<file path="src/rtl/mem_bus_arbiter.sv">
// -----------------------------------------------------------------------------
// mem_bus_arbiter
//
// Shares the single MAR/MDR/memory path between three memory-using
// controllers (0 = instruction fetch, 1 = load, 2 = store). A round-robin
// arbiter in IDLE picks one requester. A Moore sequencer then runs the whole
// read or write transaction: MAR load, memory enable, wait for MFC, and the
// MDR transfer. Requesters only drive the internal bus while they hold grant;
// this block owns every MAR/MDR/MEM strobe.
//
// Ports:
//   clk            system clock, rising edge
//   reset          asynchronous, active-high reset
//   req[2:0]       per-requester level request
//   rw[2:0]        per-requester direction (1 = read), sampled at grant
//   MFC            memory function complete, active low
//   grant[2:0]     one-hot path owner, held from ADDR through FIN
//   MAR_write      MAR loads address from bus
//   MAR_mem_read   memory takes address from MAR
//   MEM_EN         memory enable
//   MEM_RW         1 = memory read, 0 = memory write
//   MDR_write      MDR loads write data from bus
//   MDR_mem_read   memory takes write data from MDR
//   MDR_mem_write  MDR captures memory read data
//   MDR_read       MDR drives bus to the requester
//   done[2:0]      one-cycle pulse to the owner at end of transaction
//   err            one-cycle pulse with done when the access timed out
//   busy           high in every state except IDLE
// -----------------------------------------------------------------------------
module mem_bus_arbiter #(
    parameter int TIMEOUT = 15,
    parameter int CNT_W   = 4
) (
    input  logic       clk,
    input  logic       reset,
    input  logic [2:0] req,
    input  logic [2:0] rw,
    input  logic       MFC,
    output logic [2:0] grant,
    output logic       MAR_write,
    output logic       MAR_mem_read,
    output logic       MEM_EN,
    output logic       MEM_RW,
    output logic       MDR_write,
    output logic       MDR_mem_read,
    output logic       MDR_mem_write,
    output logic       MDR_read,
    output logic [2:0] done,
    output logic       err,
    output logic       busy
);

    typedef enum logic [2:0] {
        S_IDLE,
        S_ADDR,
        S_DATA,
        S_ISSUE,
        S_WAIT,
        S_CAPT,
        S_XFER,
        S_FIN
    } state_t;

    state_t             state_q, state_d;
    logic [2:0]         grant_q, grant_d;
    logic [1:0]         last_q,  last_d;
    logic               dir_q,   dir_d;
    logic               err_q,   err_d;
    logic [CNT_W-1:0]   cnt_q,   cnt_d;

    // Round-robin pick: first set req bit searching last+1, last+2, last.
    logic               pick_found;
    logic [1:0]         pick_idx;

    always_comb begin
        pick_found = 1'b0;
        pick_idx   = 2'd0;
        for (int k = 1; k <= 3; k++) begin
            int cand;
            cand = (int'(last_q) + k) % 3;
            if (!pick_found && req[cand]) begin
                pick_found = 1'b1;
                pick_idx   = 2'(cand);
            end
        end
    end

    // NOTE: state registers use non-blocking assignments so every flop
    // samples the pre-edge value of its neighbours.
    always_ff @(posedge clk or posedge reset) begin
        if (reset) begin
            state_q <= S_IDLE;
            grant_q <= 3'b000;
            last_q  <= 2'd2;
            dir_q   <= 1'b0;
            err_q   <= 1'b0;
            cnt_q   <= '0;
        end else begin
            state_q <= state_d;
            grant_q <= grant_d;
            last_q  <= last_d;
            dir_q   <= dir_d;
            err_q   <= err_d;
            cnt_q   <= cnt_d;
        end
    end

    // Next-state logic.
    // NOTE: every variable gets a default at the top of the block so no
    // path through the case statement can infer a latch.
    always_comb begin
        state_d = state_q;
        grant_d = grant_q;
        last_d  = last_q;
        dir_d   = dir_q;
        err_d   = err_q;
        cnt_d   = cnt_q;

        unique case (state_q)
            S_IDLE: begin
                grant_d = 3'b000;
                err_d   = 1'b0;
                if (pick_found) begin
                    grant_d = 3'b001 << pick_idx;
                    last_d  = pick_idx;
                    dir_d   = rw[pick_idx];
                    state_d = S_ADDR;
                end
            end
            S_ADDR:  state_d = dir_q ? S_ISSUE : S_DATA;
            S_DATA:  state_d = S_ISSUE;
            S_ISSUE: begin
                cnt_d   = '0;
                err_d   = 1'b0;
                state_d = S_WAIT;
            end
            S_WAIT: begin
                cnt_d = cnt_q + 1'b1;
                if (!MFC) begin
                    state_d = dir_q ? S_CAPT : S_FIN;
                end else if (cnt_q == CNT_W'(TIMEOUT - 1)) begin
                    // Timed-out reads skip CAPT/XFER entirely.
                    err_d   = 1'b1;
                    state_d = S_FIN;
                end
            end
            S_CAPT:  state_d = S_XFER;
            S_XFER:  state_d = S_FIN;
            S_FIN: begin
                grant_d = 3'b000;
                state_d = S_IDLE;
            end
            default: state_d = S_IDLE;
        endcase
    end

    // Moore output decode from state and the registered grant, so an
    // asynchronous reset drops every output immediately.
    always_comb begin
        grant         = grant_q;
        MAR_write     = 1'b0;
        MAR_mem_read  = 1'b0;
        MEM_EN        = 1'b0;
        MEM_RW        = 1'b0;
        MDR_write     = 1'b0;
        MDR_mem_read  = 1'b0;
        MDR_mem_write = 1'b0;
        MDR_read      = 1'b0;
        done          = 3'b000;
        err           = 1'b0;
        busy          = (state_q != S_IDLE);

        unique case (state_q)
            S_ADDR:  MAR_write = 1'b1;
            S_DATA:  MDR_write = 1'b1;
            S_ISSUE: begin
                MAR_mem_read = 1'b1;
                MEM_EN       = 1'b1;
                MEM_RW       = dir_q;
                MDR_mem_read = ~dir_q;
            end
            S_CAPT:  MDR_mem_write = 1'b1;
            S_XFER:  MDR_read      = 1'b1;
            S_FIN: begin
                done = grant_q;
                err  = err_q;
            end
            default: ;
        endcase
    end

endmodule
</file>
<file path="config.mk">
export PLATFORM = sky130hd
export DESIGN_NAME = mem_bus_arbiter
export DESIGN_NICKNAME = d
export VERILOG_FILES = /design/src/rtl/mem_bus_arbiter.sv
export SDC_FILE = /design/constraint.sdc
export NUM_CORES = 1
export LEC_CHECK = 0
export CORE_MARGIN = 8
export CORE_UTILIZATION = 45
export DETAILED_ROUTE_END_ITERATION = 8
export PLACE_DENSITY = 0.79
export SYNTH_ARGS = -nofsm -noshare
export SYNTH_HDL_FRONTEND = slang
export SYNTH_SLANG_ARGS = --single-unit
</file>
<file path="constraint.sdc">
create_clock -name clk -period 6.6 [get_ports clk]
set_clock_uncertainty 0.05 [all_clocks]
set_input_delay 1.32 -clock clk [delete_from_list [all_inputs] [get_ports clk]]
set_output_delay 1.32 -clock clk [all_outputs]
set_load 0.05 [all_outputs]
</file>
**Word-level counts from Yosys, hierarchy flattened**

Index checks and enable logic that the tools add are counted.

- Word-level logic and storage cells: 82
- Output and inout bits: 16
- Input bits: 9
- Flip-flop bits (word level): 14

- Add/sub/neg operators: 4
- Bitwise operators: 1
- Shift-type cells: 1
- Reduce and logical (&&, ||, !) cells: 13
- Equal/unequal tests: 12
- Multiplexer cells: 38
- Div/mod/pow operators: 3
- Magnitude comparators: 4

Operator list:

| cell | count |
|---|---|
| $lt 32x4->1 const B | 3 |
| $mod 32x3->32 const B | 3 |
| $pmux 3 s8 | 1 |
| $mux 1 | 21 |
| $mux 3 | 5 |
| $eq 3x3->1 const B | 4 |
| $bmux 1 s2 | 4 |
| $mux 2 | 4 |
| $pmux 4 s2 | 1 |
| $add 2x2->3 const B | 2 |
| $eq 3x2->1 const B | 2 |
| $ne 2x2->1 const B | 3 |
| $pmux 3 s2 | 1 |
| $reduce_bool 2->1 | 3 |
| $add 4x1->4 const B | 1 |
| $eq 4x4->1 const B | 1 |
| $reduce_and 2->1 | 2 |
| $add 2x1->3 const B | 1 |
| $eq 3x1->1 const B | 1 |
| $logic_not 3->1 | 1 |
| $lt 2x3->1 const B | 1 |
| $ne 3x3->1 const B | 1 |
| $reduce_and 3->1 | 1 |
| $reduce_bool 3->1 | 1 |
| 6 further kinds | 8 |

**Longest topological paths before layout**

- Word-level depth: 15
- Mapped depth: 8
- Gate-level depth less buffers: 7

**Worst setup path after synthesis**

No wires, ideal clock.

- Path type: reg2out
- From: register state_q[0]
- To: output port MDR_mem_read
- Path slack: 3.329 ns
- Data arrival time: 1.901 ns
- Cell stages (with the launch flop): 4
- Path buffers: 1
- Required time: 5.230 ns
- Path through: dfrtp_1 -> clkbuf_1 -> nand2_1 -> nor3_1

- Longest elaborated chain between the ends: 2

Ends and longest elaborated chain:

| what | RTL line | source |
|---|---|---|
| from (decl) | 64 | `state_t state_q, state_d;` |
| from (signal assigned) | 99 | `state_q <= state_d;` |
| $eq 3x2->1 | 173 | `unique case (state_q)` |
| $mux 1 | 173 |  |
| to (decl) | 45 | `output logic MDR_mem_read,` |

Every way passes these cells.

**Worst setup path after layout**

- From: register state_q[2]
- To: output port busy

- Longest elaborated chain between the ends: 1

Ends and longest elaborated chain:

| what | RTL line | source |
|---|---|---|
| $reduce_bool 3->1 | 171 | `busy = (state_q != S_IDLE);` |
| to (decl) | 50 | `output logic busy` |

Every way passes these cells.

==> run_summary.xml <==
<?xml version="1.0" encoding="UTF-8"?>
<metrics>
  <group name="critical_path">
    <metric name="critPathTopFamily" unit="">buffers and inverters</metric>
    <metric name="critical_path.startpoint" unit="">state_q[2]</metric>
    <metric name="worst_r2r_path_depth" unit="">6</metric>
    <metric name="crit-reg2reg-launch" unit="">last_q[0]</metric>
    <metric name="critical_path_buf_inv_count" unit="">2</metric>
    <metric name="cp_data_required_time" unit="ns">5.23</metric>
    <metric name="cp_data_arrival_time" unit="ns">2.39</metric>
    <metric name="cp_cell_sequence" unit="">nor3_1 -&gt; inv_1 -&gt; clkdlybuf4s50_1</metric>
    <metric name="timing.critical_path.depth" unit="">3</metric>
    <metric name="crit_path_top_delay_cell" unit="">clkdlybuf4s50_1</metric>
    <metric name="critical_path.max_fanout" unit="">25</metric>
    <metric name="critical_path_launch_point_type" unit="">flip-flop</metric>
    <metric name="crit_type" unit="">reg -&gt; out</metric>
    <metric name="cp-end-kind" unit="">primary output</metric>
    <metric name="critical_path.max_stage_delay" unit="ns">0.73</metric>
  </group>
  <group name="run_status">
    <metric name="outcome" unit="">finished, final reports clean</metric>
  </group>
  <group name="detailed_routing">
    <metric name="drt_drc_violations_left" unit="">0</metric>
    <metric name="dr_total_vias" unit="">1068</metric>
    <metric name="routed_wirelength" unit="mm">2.702</metric>
    <metric name="drtPass1Iterations" unit="">4</metric>
    <metric name="routedWlPerCell" unit="um">14.85</metric>
    <metric name="initial_drt_markers" unit="">77</metric>
    <metric name="route.detailed.vias_per_inst" unit="">5.868</metric>
    <metric name="drtAntennaViolNets" unit="">0</metric>
  </group>
  <group name="yosys">
    <metric name="synth.top_cell.area_share" unit="%">29.05</metric>
    <metric name="synth_warnings" unit="">0</metric>
    <metric name="ys_seq_elements" unit="">14</metric>
    <metric name="synth.lib_cells_used.distinct" unit="">46</metric>
    <metric name="ys_async_sr_fraction" unit="%">100.0</metric>
    <metric name="syn-num-nets" unit="">147</metric>
    <metric name="synthDominantAreaCellType" unit="">dfrtp_1</metric>
    <metric name="mapped_area" unit="mm2">0.001120</metric>
    <metric name="synth.yosys.seq_area_share" unit="%">31.40</metric>
    <metric name="syn_inst" unit="">132</metric>
    <metric name="synth-edff-count" unit="">0</metric>
    <metric name="syn-mean-instance-area" unit="um2">8.484</metric>
    <metric name="ys_top_cells_by_area" unit="">dfrtp_1 (29%), ha_1 (6.7%), nand2_1 (4.7%)</metric>
    <metric name="synth_ff_type" unit="">dfrtp_1</metric>
  </group>
  <group name="clocking">
    <metric name="postCtsSetupBuffers" unit="">0</metric>
    <metric name="postCtsResizedCells" unit="">0</metric>
    <metric name="tritoncts.num_buffers" unit="">3</metric>
    <metric name="cts.root.buffer_cell" unit="">clkbuf_4</metric>
    <metric name="cts.htree.levels" unit="">1</metric>
    <metric name="clock_insertion_delay_worst_skew" unit="ns">0.29</metric>
    <metric name="cts.sinks" unit="">14</metric>
    <metric name="clk_transition_reported_paths" unit="ns">0.09</metric>
    <metric name="cts-hold-fix-buffers" unit="">0</metric>
    <metric name="tritoncts" unit="">done</metric>
    <metric name="cts-root-to-sink-buffers" unit="">2</metric>
  </group>
  <group name="placed_design">
    <metric name="port_buffers" unit="">24</metric>
    <metric name="gp_congestion" unit="">0.9042</metric>
    <metric name="dp_hpwl" unit="mm">2.119</metric>
  </group>
  <group name="floorplan">
    <metric name="design.die.area" unit="mm2">0.004341</metric>
    <metric name="floorplan.rows" unit="">18</metric>
    <metric name="chipWidth" unit="um">65.89</metric>
    <metric name="die_height" unit="um">65.89</metric>
    <metric name="initial_cell_density_of_the_core" unit="%">46.47</metric>
    <metric name="core" unit="mm2">0.002410</metric>
    <metric name="floorplan.io_pins" unit="">25</metric>
  </group>
  <group name="power">
    <metric name="cellPowerDensity" unit="mW/mm2">491.2</metric>
    <metric name="pwr-share-comb" unit="%">67.3</metric>
    <metric name="p_int" unit="mW">0.3149</metric>
    <metric name="max-vdd-ir-drop" unit="V">0.0003021</metric>
    <metric name="power.switching" unit="mW">0.3630</metric>
    <metric name="sequentialPowerShare" unit="%">24.8</metric>
    <metric name="total_power" unit="mW">0.6779</metric>
    <metric name="leakage" unit="nW">0.5915</metric>
    <metric name="clock_power_share" unit="%">8.0</metric>
    <metric name="switching_share" unit="%">53.54</metric>
  </group>
  <group name="finish">
    <metric name="syn_to_final_growth" unit="%">23.24</metric>
    <metric name="number_of_antenna_cells_inserted" unit="">0</metric>
    <metric name="filler_cell_count" unit="">219</metric>
    <metric name="number_of_nets_in_the_layout" unit="">168</metric>
    <metric name="ratio_of_cells_with_drive_above_1_in_the_final_layout" unit="%">5.263</metric>
  </group>
  <group name="run">
    <metric name="maxCapViolCount" unit="">0</metric>
  </group>
  <group name="sta">
    <metric name="final-setup-viol-count" unit="">0</metric>
    <metric name="grt_setup_unrepaired" unit="">false</metric>
    <metric name="final_min_period_over_clock_period" unit="%">56.93</metric>
    <metric name="final_hold_viol_count" unit="">0</metric>
    <metric name="final-max-slew-violation-count" unit="">0</metric>
    <metric name="totalNegativeSetupSlack" unit="ns">0</metric>
    <metric name="timing.final.crit_period" unit="ns">3.757</metric>
    <metric name="max-slew-margin-rel" unit="%">54.43</metric>
    <metric name="worst_slew_pin_slew" unit="ns">0.6836</metric>
    <metric name="timing.fmax" unit="MHz">266.1</metric>
  </group>
  <group name="hold_path">
    <metric name="hold-path-cell-count" unit="">2</metric>
    <metric name="hp-class" unit="">reg -&gt; reg</metric>
    <metric name="min_from" unit="">last_q[1]</metric>
  </group>
  <group name="grt">
    <metric name="grt_usage" unit="%">12.38</metric>
    <metric name="grt_max_degree" unit="">26</metric>
    <metric name="vias_in_the_first_global_route" unit="">998</metric>
    <metric name="grt_antenna_before_repair" unit="">0</metric>
    <metric name="grt_pass1_wl" unit="mm">4.326</metric>
    <metric name="gr-total-overflow" unit="">0</metric>
  </group>
</metrics>
path summary, 6_finish.rpt:
| check | endpoint | slack (ns) |
|---|---|---|
| max in group asynchronous | last_q[1] | 4.80 |
| hold reg to reg | last_q[1] | 0.44 |
| setup / recovery | busy | 2.84 |
| hold / removal | last_q[1] | 0.44 |
| setup reg to reg | last_q[0] | 4.11 |
| min in group asynchronous | cnt_q[0] | 1.32 |
worst reg2reg max path, cell delays in order (launching register included):
cell	delay, ns
dfrtp_1	0.40
inv_1	0.08
ha_1	0.48
mux2i_1	0.32
o21ai_2	0.14
o31ai_1	0.52
mux2_2	0.39
area by class of cell:
type,instances,area [um2],area share (%)
repair buffers,24,240.2,17.41
flip-flops and latches,14,351.6,25.48
clock buffers,4,26.28,1.904
well taps,30,37.54,2.720
multi-input cells,101,690.7,50.05
inverters,9,33.78,2.448
registers in the layout (all words and copies together), names as in the netlist:
signal   count
dir_q        1
state_q      3
last_q       2
grant        3
cnt_q        4
err_q        1
metal layers:
metal / global-route usage, % / share of wire, % / up-vias
li1: - / - / 522
met1: 14.26 / 40 / 507
met2: 21.68 / 51 / 32
met3: 2.712 / 7.3 / 7
met4: 4.632 / 1.6 / 0
met5: 0 / 0 / -
kinds of logic (layout without fill, tap and decap cells):
logic type / after synthesis / after routing / synth area share, %
and+or+nand+nor: 53 / 53 / 25.48
AOI/OAI and AO/OA: 35 / 35 / 22.23
buffers and inverters: 17 / 37 / 6.927
DFF: 14 / 14 / 31.40
adders and majority gates: 6 / 6 / 6.704
muxes: 5 / 5 / 5.698
xor gates and xnor gates: 2 / 2 / 1.565
placed cells by master, fill, tap and decap left out, types with 3 or more instances in the layout:
| master | instances |
|---|---|
| o21ai_0 | 3 |
| nand2_1 | 14 |
| clkdlybuf4s50_1 | 24 |
| o21a_1 | 3 |
| inv_1 | 9 |
| dfrtp_1 | 13 |
| nand3b_1 | 4 |
| ha_1 | 6 |
| a21oi_1 | 10 |
| and3_1 | 7 |
| o31ai_1 | 3 |
| clkbuf_4 | 3 |
| nor3_1 | 6 |
| nor2_1 | 8 |
| mux2i_1 | 3 |
cell usage after synthesis, types with 2 or more instances:
cell / instances
nand3b_1: 4
a31oi_1: 2
o31ai_1: 3
nor3_1: 6
o21a_1: 3
o211ai_1: 2
buf_2: 2
clkbuf_1: 4
inv_1: 9
nand2b_1: 2
a21oi_1: 10
nor2_1: 8
ha_1: 6
and3_1: 7
dfrtp_1: 13
nor3b_1: 2
and4_1: 2
nand3_1: 2
o21ai_0: 3
mux2i_1: 3
nand2_1: 14
stage by stage:
step | setup slack (ns) | cells | utilization [%] | area, um2 | hold slack [ns]
2_1_floorplan | 3.329 | 132 | - | 1120 | 0.4077
3_3_place_gp | 3.226 | 178 | 56.18 | 1354 | 0.4228
3_5_place_dp | 3.163 | 178 | 56.18 | 1354 | 0.4251
4_1_cts | 2.846 | 182 | 57.27 | 1380 | 0.4401
5_1_grt | 2.653 | 182 | 57.27 | 1380 | 0.4725
6_report | 2.843 | 182 | 57.27 | 1380 | 0.4370
power groups by stage:
stage / clock network [mW] / registers [mW] / logic (mW)
detailed placement: 0 / 0.170 / 0.455
floorplan: 0 / 0.149 / 0.369
global route: 0.0567 / 0.174 / 0.495
CTS: 0.0553 / 0.168 / 0.458
finish: 0.0541 / 0.168 / 0.456
global placement: 0 / 0.165 / 0.443
(Power assumes the default switching activity.)
